`src/rtl/debounce_multi.sv`:
```
// debounce_multi: parametrised multi-channel switch/button debouncer.
// Each channel is synchronised, then must hold a new level for TIMEOUT
// enabled cycles before data_out follows it; the accepted change is
// reported with a one-cycle press or release pulse and a shared any_change.
module debounce_multi #(
  parameter int    WIDTH         = 4,
  parameter string POLARITY      = "LOW",
  parameter int    TIMEOUT       = 50000,
  parameter int    TIMEOUT_WIDTH = 16,
  parameter int    SYNC_STAGES   = 2
) (
  input  logic             clk,
  input  logic             reset,
  input  logic             enable,
  input  logic [WIDTH-1:0] data_in,
  output logic [WIDTH-1:0] data_out,
  output logic [WIDTH-1:0] press_pulse,
  output logic [WIDTH-1:0] release_pulse,
  output logic             any_change
);

  localparam bit ACTIVE_LOW = (POLARITY == "LOW");
  localparam logic [WIDTH-1:0] INACT = ACTIVE_LOW ? {WIDTH{1'b1}} : {WIDTH{1'b0}};
  localparam longint MAX_TIMEOUT = (longint'(1) << TIMEOUT_WIDTH) - 1;
  localparam logic [TIMEOUT_WIDTH-1:0] LAST_COUNT = TIMEOUT_WIDTH'(TIMEOUT - 1);

  // Parameter sanity: a bad TIMEOUT, a too-short synchroniser or an unknown
  // polarity would silently build a broken debouncer, so refuse to elaborate.
  if (TIMEOUT < 1 || longint'(TIMEOUT) > MAX_TIMEOUT) begin : g_badTimeout
    $error("debounce_multi: TIMEOUT must be in 1 .. 2**TIMEOUT_WIDTH-1");
  end
  if (SYNC_STAGES < 2) begin : g_badSync
    $error("debounce_multi: SYNC_STAGES must be at least 2");
  end
  if (POLARITY != "LOW" && POLARITY != "HIGH") begin : g_badPolarity
    $error("debounce_multi: POLARITY must be \"LOW\" or \"HIGH\"");
  end

  typedef enum logic {STABLE, COUNTING} chanState_e;

  logic [WIDTH-1:0]         syncChain_q [SYNC_STAGES];
  logic [WIDTH-1:0]         syncOut;
  chanState_e               state_q     [WIDTH];
  logic [TIMEOUT_WIDTH-1:0] count_q     [WIDTH];
  logic [WIDTH-1:0]         dataOut_q;
  logic [WIDTH-1:0]         press_q;
  logic [WIDTH-1:0]         release_q;
  logic                     anyChange_q;

  logic [WIDTH-1:0]         differ;
  logic [WIDTH-1:0]         fire_d;
  logic [WIDTH-1:0]         activeNext;
  logic [WIDTH-1:0]         dataOut_d;
  logic [WIDTH-1:0]         press_d;
  logic [WIDTH-1:0]         release_d;

  // Synchroniser chain for the asynchronous pad inputs; it runs even while
  // the debouncer is disabled so the sampled level is always current.
  always_ff @(posedge clk) begin
    if (reset) begin
      for (int s = 0; s < SYNC_STAGES; s++) begin
        syncChain_q[s] <= INACT;
      end
    end else begin
      syncChain_q[0] <= data_in;
      for (int s = 1; s < SYNC_STAGES; s++) begin
        syncChain_q[s] <= syncChain_q[s-1];
      end
    end
  end

  assign syncOut = syncChain_q[SYNC_STAGES-1];

  // Decide which channels accept their new level this cycle and classify
  // each accepted change as a press or a release for the configured polarity.
  always_comb begin
    differ = syncOut ^ dataOut_q;
    fire_d = '0;
    for (int i = 0; i < WIDTH; i++) begin
      fire_d[i] = enable && differ[i] && (count_q[i] == LAST_COUNT);
    end
    activeNext = ACTIVE_LOW ? ~syncOut : syncOut;
    press_d    = fire_d & activeNext;
    release_d  = fire_d & ~activeNext;
    dataOut_d  = (dataOut_q & ~fire_d) | (syncOut & fire_d);
  end

  // Per-channel STABLE/COUNTING machines plus the registered outputs. A
  // mismatch that disappears before the terminal count, or a disabled cycle,
  // drops the channel back to STABLE with a cleared counter.
  always_ff @(posedge clk) begin
    if (reset) begin
      for (int i = 0; i < WIDTH; i++) begin
        state_q[i] <= STABLE;
        count_q[i] <= '0;
      end
      dataOut_q   <= INACT;
      press_q     <= '0;
      release_q   <= '0;
      anyChange_q <= 1'b0;
    end else begin
      dataOut_q   <= dataOut_d;
      press_q     <= press_d;
      release_q   <= release_d;
      anyChange_q <= |fire_d;
      for (int i = 0; i < WIDTH; i++) begin
        if (!enable || !differ[i] || fire_d[i]) begin
          state_q[i] <= STABLE;
          count_q[i] <= '0;
        end else if (state_q[i] == STABLE) begin
          state_q[i] <= COUNTING;
          count_q[i] <= TIMEOUT_WIDTH'(1);
        end else begin
          count_q[i] <= count_q[i] + 1'b1;
        end
      end
    end
  end

  assign data_out      = dataOut_q;
  assign press_pulse   = press_q;
  assign release_pulse = release_q;
  assign any_change    = anyChange_q;

endmodule

```
`config.mk`:
```
export PLATFORM = sky130hd
export DESIGN_NAME = debounce_multi
export DESIGN_NICKNAME = d
export VERILOG_FILES = /design/src/rtl/debounce_multi.sv
export SDC_FILE = /design/constraint.sdc
export NUM_CORES = 1
export LEC_CHECK = 0
export CAP_MARGIN = 20
export CORE_ASPECT_RATIO = 0.7
export CORE_MARGIN = 2
export CORE_UTILIZATION = 40
export CTS_CLUSTER_DIAMETER = 40
export CTS_CLUSTER_SIZE = 25
export DETAILED_ROUTE_END_ITERATION = 8
export GPL_TIMING_DRIVEN = 0
export PLACE_DENSITY = 0.64
export SLEW_MARGIN = 20
export SYNTH_ARGS = -nofsm -noshare
export SYNTH_HDL_FRONTEND = slang
export SYNTH_SLANG_ARGS = --single-unit
```
`constraint.sdc`:
```
create_clock -name clk -period 2.1 [get_ports clk]
set_input_delay 0.21 -clock clk [delete_from_list [all_inputs] [get_ports clk]]
set_output_delay 0.21 -clock clk [all_outputs]
set_load 0.02 [all_outputs]
```
# ---- Yosys cells after proc, flatten, opt, wreduce, memory -nomap -nowiden
# Memories as Yosys holds them, arrays and structs flattened.
# Index checks and enable logic that the tools add are counted.
dict set report word_totals {
  reg_bits 13
  ram_bits 76
  inputBits 7
  output_inout_bits 13
  memories 3
}
# memory depth word_bits read_ports rd_ports_with_merged_regs wr line_no
set memory_table {}
lappend memory_table {count_q 4 16 4 0 4 44} ;# logic [TIMEOUT_WIDTH-1:0] count_q [WIDTH];
lappend memory_table {syncChain_q 2 4 2 0 2 41} ;# logic [WIDTH-1:0] syncChain_q [SYNC_STAGES];
lappend memory_table {state_q 4 1 4 0 4 43} ;# chanState_e state_q [WIDTH];
dict set report classes {
  n_addsub 4
  n_eq_ne 4
  n_mux 69
  bitwise_logic 31
  reduce_logical 22
}
# op n
set ops {}
lappend ops {{16-bit 2-to-1 mux} 12}
lappend ops {{16-bit by 1-bit adder with 16-bit output (second input constant)} 4}
lappend ops {{16-bit equality test (second input constant)} 4}
lappend ops {{1-bit 2-to-1 mux} 55}
lappend ops {{1-bit OR} 22}
lappend ops {{4-bit AND} 4}
lappend ops {{4-bit inverter} 3}
lappend ops {{1-bit logical AND} 8}
lappend ops {{1-bit logical OR} 8}
lappend ops {{4-bit 2-to-1 mux} 2}
lappend ops {{1-bit zero test} 5}
lappend ops {{4-bit OR} 1}
lappend ops {{4-bit OR reduction} 1}
lappend ops {{4-bit XOR} 1}

# ---- Longest topological paths before layout
dict set report depth {
  word_depth 10
  ltp_mapped 7
  depth_no_buf 5
}

# ---- Worst setup path before layout
# Ideal clock, no wire load.
dict set report synth_path {
  path_kind {flip-flop to flip-flop}
  from {mem count_q[1][4]}
  to {mem count_q[1][9] (data pin)}
  setup_ps 254
  arrival_ps 1662
  setup_slack_ps 184
  path_stages_with_launch 6
  n_path_buf 1
  synth_period_minus_slack_ps 1916
  path_cell_list {edfxtp_1 > or4b_4 > nor4_4 > nand4b_4 > buf_8 > nor2_1}
}
# item line_no
set synth_rtl {}
lappend synth_rtl {{start: declaration} 44}

==> flow_metrics.py <==
metrics = {
    "critical_path": {
        "critPathKind": "flop to flop",
        "max_stage_delay_ps": 480,
        "crit_chain": "nor4bb_1, nand4_1, nand3_2, buf_2, nor2_1",
        "cp-startpoint": "count_q[2][7]",
        "worstSetupStartpointType": "flop",
        "r2r_end": "count_q[2][6]",
        "ff2ff_path_depth": 5,
        "cp_num_cells": 5,
        "end_kind": "flop",
        "critPathBufInv": 1,
        "cp-endpoint": "count_q[2][6]",
        "cp_max_fo": 10,
        "cp_top_family": "simple AND/OR/NAND/NOR gates",
        "required_ps": 2190,
        "cp.arrival_ps": 2090,
        "reg2reg_from": "count_q[2][7]",
        "critPathSlowestCell": "nor4bb_1",
        "r2r_slack_ps": 100,
    },
    "die": {
        "start_util_pct": 40.6,
        "die_w_um": 130,
        "fp.dieH_um": 92.2,
        "pin_count": 20,
        "die-area_um2": 12000,
        "rows": 32,
        "core-area_um2": 10900,
    },
    "cts": {
        "clockRootBuffer": "clkbuf_16",
        "clkTransAtPathRegs_ps": 70,
        "hold_buffers": 0,
        "cts_buffers": 9,
        "clkSinkCount": 89,
        "clock_path_buffers": 2,
        "cts-htree-levels": 3,
        "insertion_delay_ps": 340,
        "cts_tree": "done",
    },
    "routing": {
        "drt_iter0_markers": 189,
        "drt-total-wl_um": 8190,
        "wire_per_inst_um": 12.4,
        "via_per_inst": 4.77,
        "firstDrtPassIters": 4,
        "vias": 3161,
        "drcViolationCount": 0,
        "ant_nets": 0,
    },
    "timing": {
        "fin_skew_ps": 7.34,
        "drv_slew": 0,
        "hold_violations": 0,
        "setup_slack_ps": 99.5,
        "period_needed_ps": 2000,
        "fmax_ghz": 0.500,
        "fin_crit_sh_pct": 95.3,
        "setup_viol": 0,
    },
    "yosys": {
        "synth.top_cell.area_share_pct": 46.0,
        "syn_area_per_cell_um2": 10.9,
        "synth_warnings": 0,
        "synth_most_common_cell": "edfxtp_1",
        "syn-instance-count": 406,
        "synth_edf_count": 68,
        "ys_seq_elements": 89,
        "synth_flop_cell": "edfxtp_1",
        "netlist_top_cells_area": "edfxtp_1 46%, dfxtp_1 9.5%, xnor2_1 5.9%",
        "synth.distinct_cells": 50,
        "synth_common_cells": "68 x edfxtp_1, 63 x nor2_1, 30 x xnor2_1, 28 x nand2_1, 22 x nand3_1",
        "netlist_area_um2": 4440,
        "async_reset_ff_share_pct": 0,
        "yosys.area.top_type": "edfxtp_1",
        "seq_area_frac_synth_pct": 55.5,
    },
    "layout": {
        "diodes": 0,
        "postLayoutCoreUtil_pct": 49.7,
        "drive_gt1_share_pct": 11.8,
        "fin_nets": 515,
        "area_growth_pct": 22.3,
    },
    "placement": {
        "place_ws_ps": -210,
        "hpwlAfterDp_um": 5920,
        "port_buffers": 19,
        "place_congestion": 0.807,
    },
    "pwr": {
        "powerDensity_nw_per_um2": 685,
        "ir_worst_vdd_mv": 0.439,
        "leakagePower_nw": 1.91,
    },
    "global_routing": {
        "grt_max_degree": 17,
        "overflow": 0,
        "grt.total_usage_pct": 14.9,
        "grt_pass1_wl_um": 13900,
        "first_global_vias": 2945,
        "antenna_found_initial": 0,
    },
    "min_path": {
        "worstHoldStart": "syncChain_q[0][1]",
        "min-delay-path-class": "flop to flop",
    },
    "job": {
        "drv_cap": 0,
    },
    "run_status": {
        "status": "finished clean",
    },
}
through the flow:
stage	hold WS (ps)	cell area, um2	power, mW	setup TNS (ps)	cells
detailed placement	393	5060	2.16	-4380	641
floorplan	314	4680	2.11	0	469
global placement	392	5060	2.15	-4000	641
finish	409	5430	3.72	0	662
CTS	408	5370	3.75	0	658
global route	413	5430	3.86	-4.23	662
registers in the layout, indices dropped and copies added (netlist names), named ones only:
register,count
any_change,1
count_q,64
press_pulse,4
release_pulse,4
state_q,4
syncChain_q,8
metal layers:
layer | global-route usage (%) | share of wire [%] | vias to the layer above
li1 | - | - | 1610
met1 | 21.1 | 52 | 1488
met2 | 21.4 | 43 | 52
met3 | 5.02 | 3.6 | 11
met4 | 5.11 | 1.6 | 0
met5 | 0 | 0 | -
cell families (layout without fill, tap and decap cells):
kind of cell	count (synthesis)	count (layout)	synth area share, %
mux	1	1	0.225
compound gates	34	34	4.59
flops	89	89	55.5
other cells	1	64	0.0844
fa+ha+maj	4	4	1.13
simple gates	208	208	26.7
buf+inv	21	61	2.31
xor+xnor	48	48	9.47
area by class of cell:
class                           instances  area, um2
Clock buffer                           10        250
Inverter                               13       48.8
Sequential cell                        89       2460
Tap cell                              153        191
Fill cell                            1022       5500
Clock inverter                          6       47.5
Buffer                                  6       46.3
Timing Repair Buffer                   26        243
Multi-Input combinational cell        359       2140
placed cells by master, fill, tap and decap left out, drive strengths merged, types with 18 or more instances in the layout:
master / count
clkdlybuf4s50: 19
conb: 64
dfxtp: 21
edfxtp: 68
nand2: 28
nand3: 24
nor2: 63
xnor2: 30
xor2: 18
report_power, final:
group          switching [mW]  internal, mW
combinational          0.0683        0.0583
sequential             0.0601          1.94
clock                   0.702         0.887
total                   0.831          2.89
timing repair:
item / in CTS / in global routing
buffers inserted: 1 / 6
resized for setup: 1 / 4
setup endpoints to repair: 20 / 41
worst min-delay path by stage:
stage	slack (ps)	endpoint	depth (start not counted)
floorplan	310	syncChain_q[0][0]	1
global placement	390	syncChain_q[0][5]	1
detailed placement	390	syncChain_q[0][5]	1
CTS	410	syncChain_q[0][1]	2
global route	410	syncChain_q[0][1]	2
finish	410	syncChain_q[0][5]	1
(Power assumes the default switching activity.)
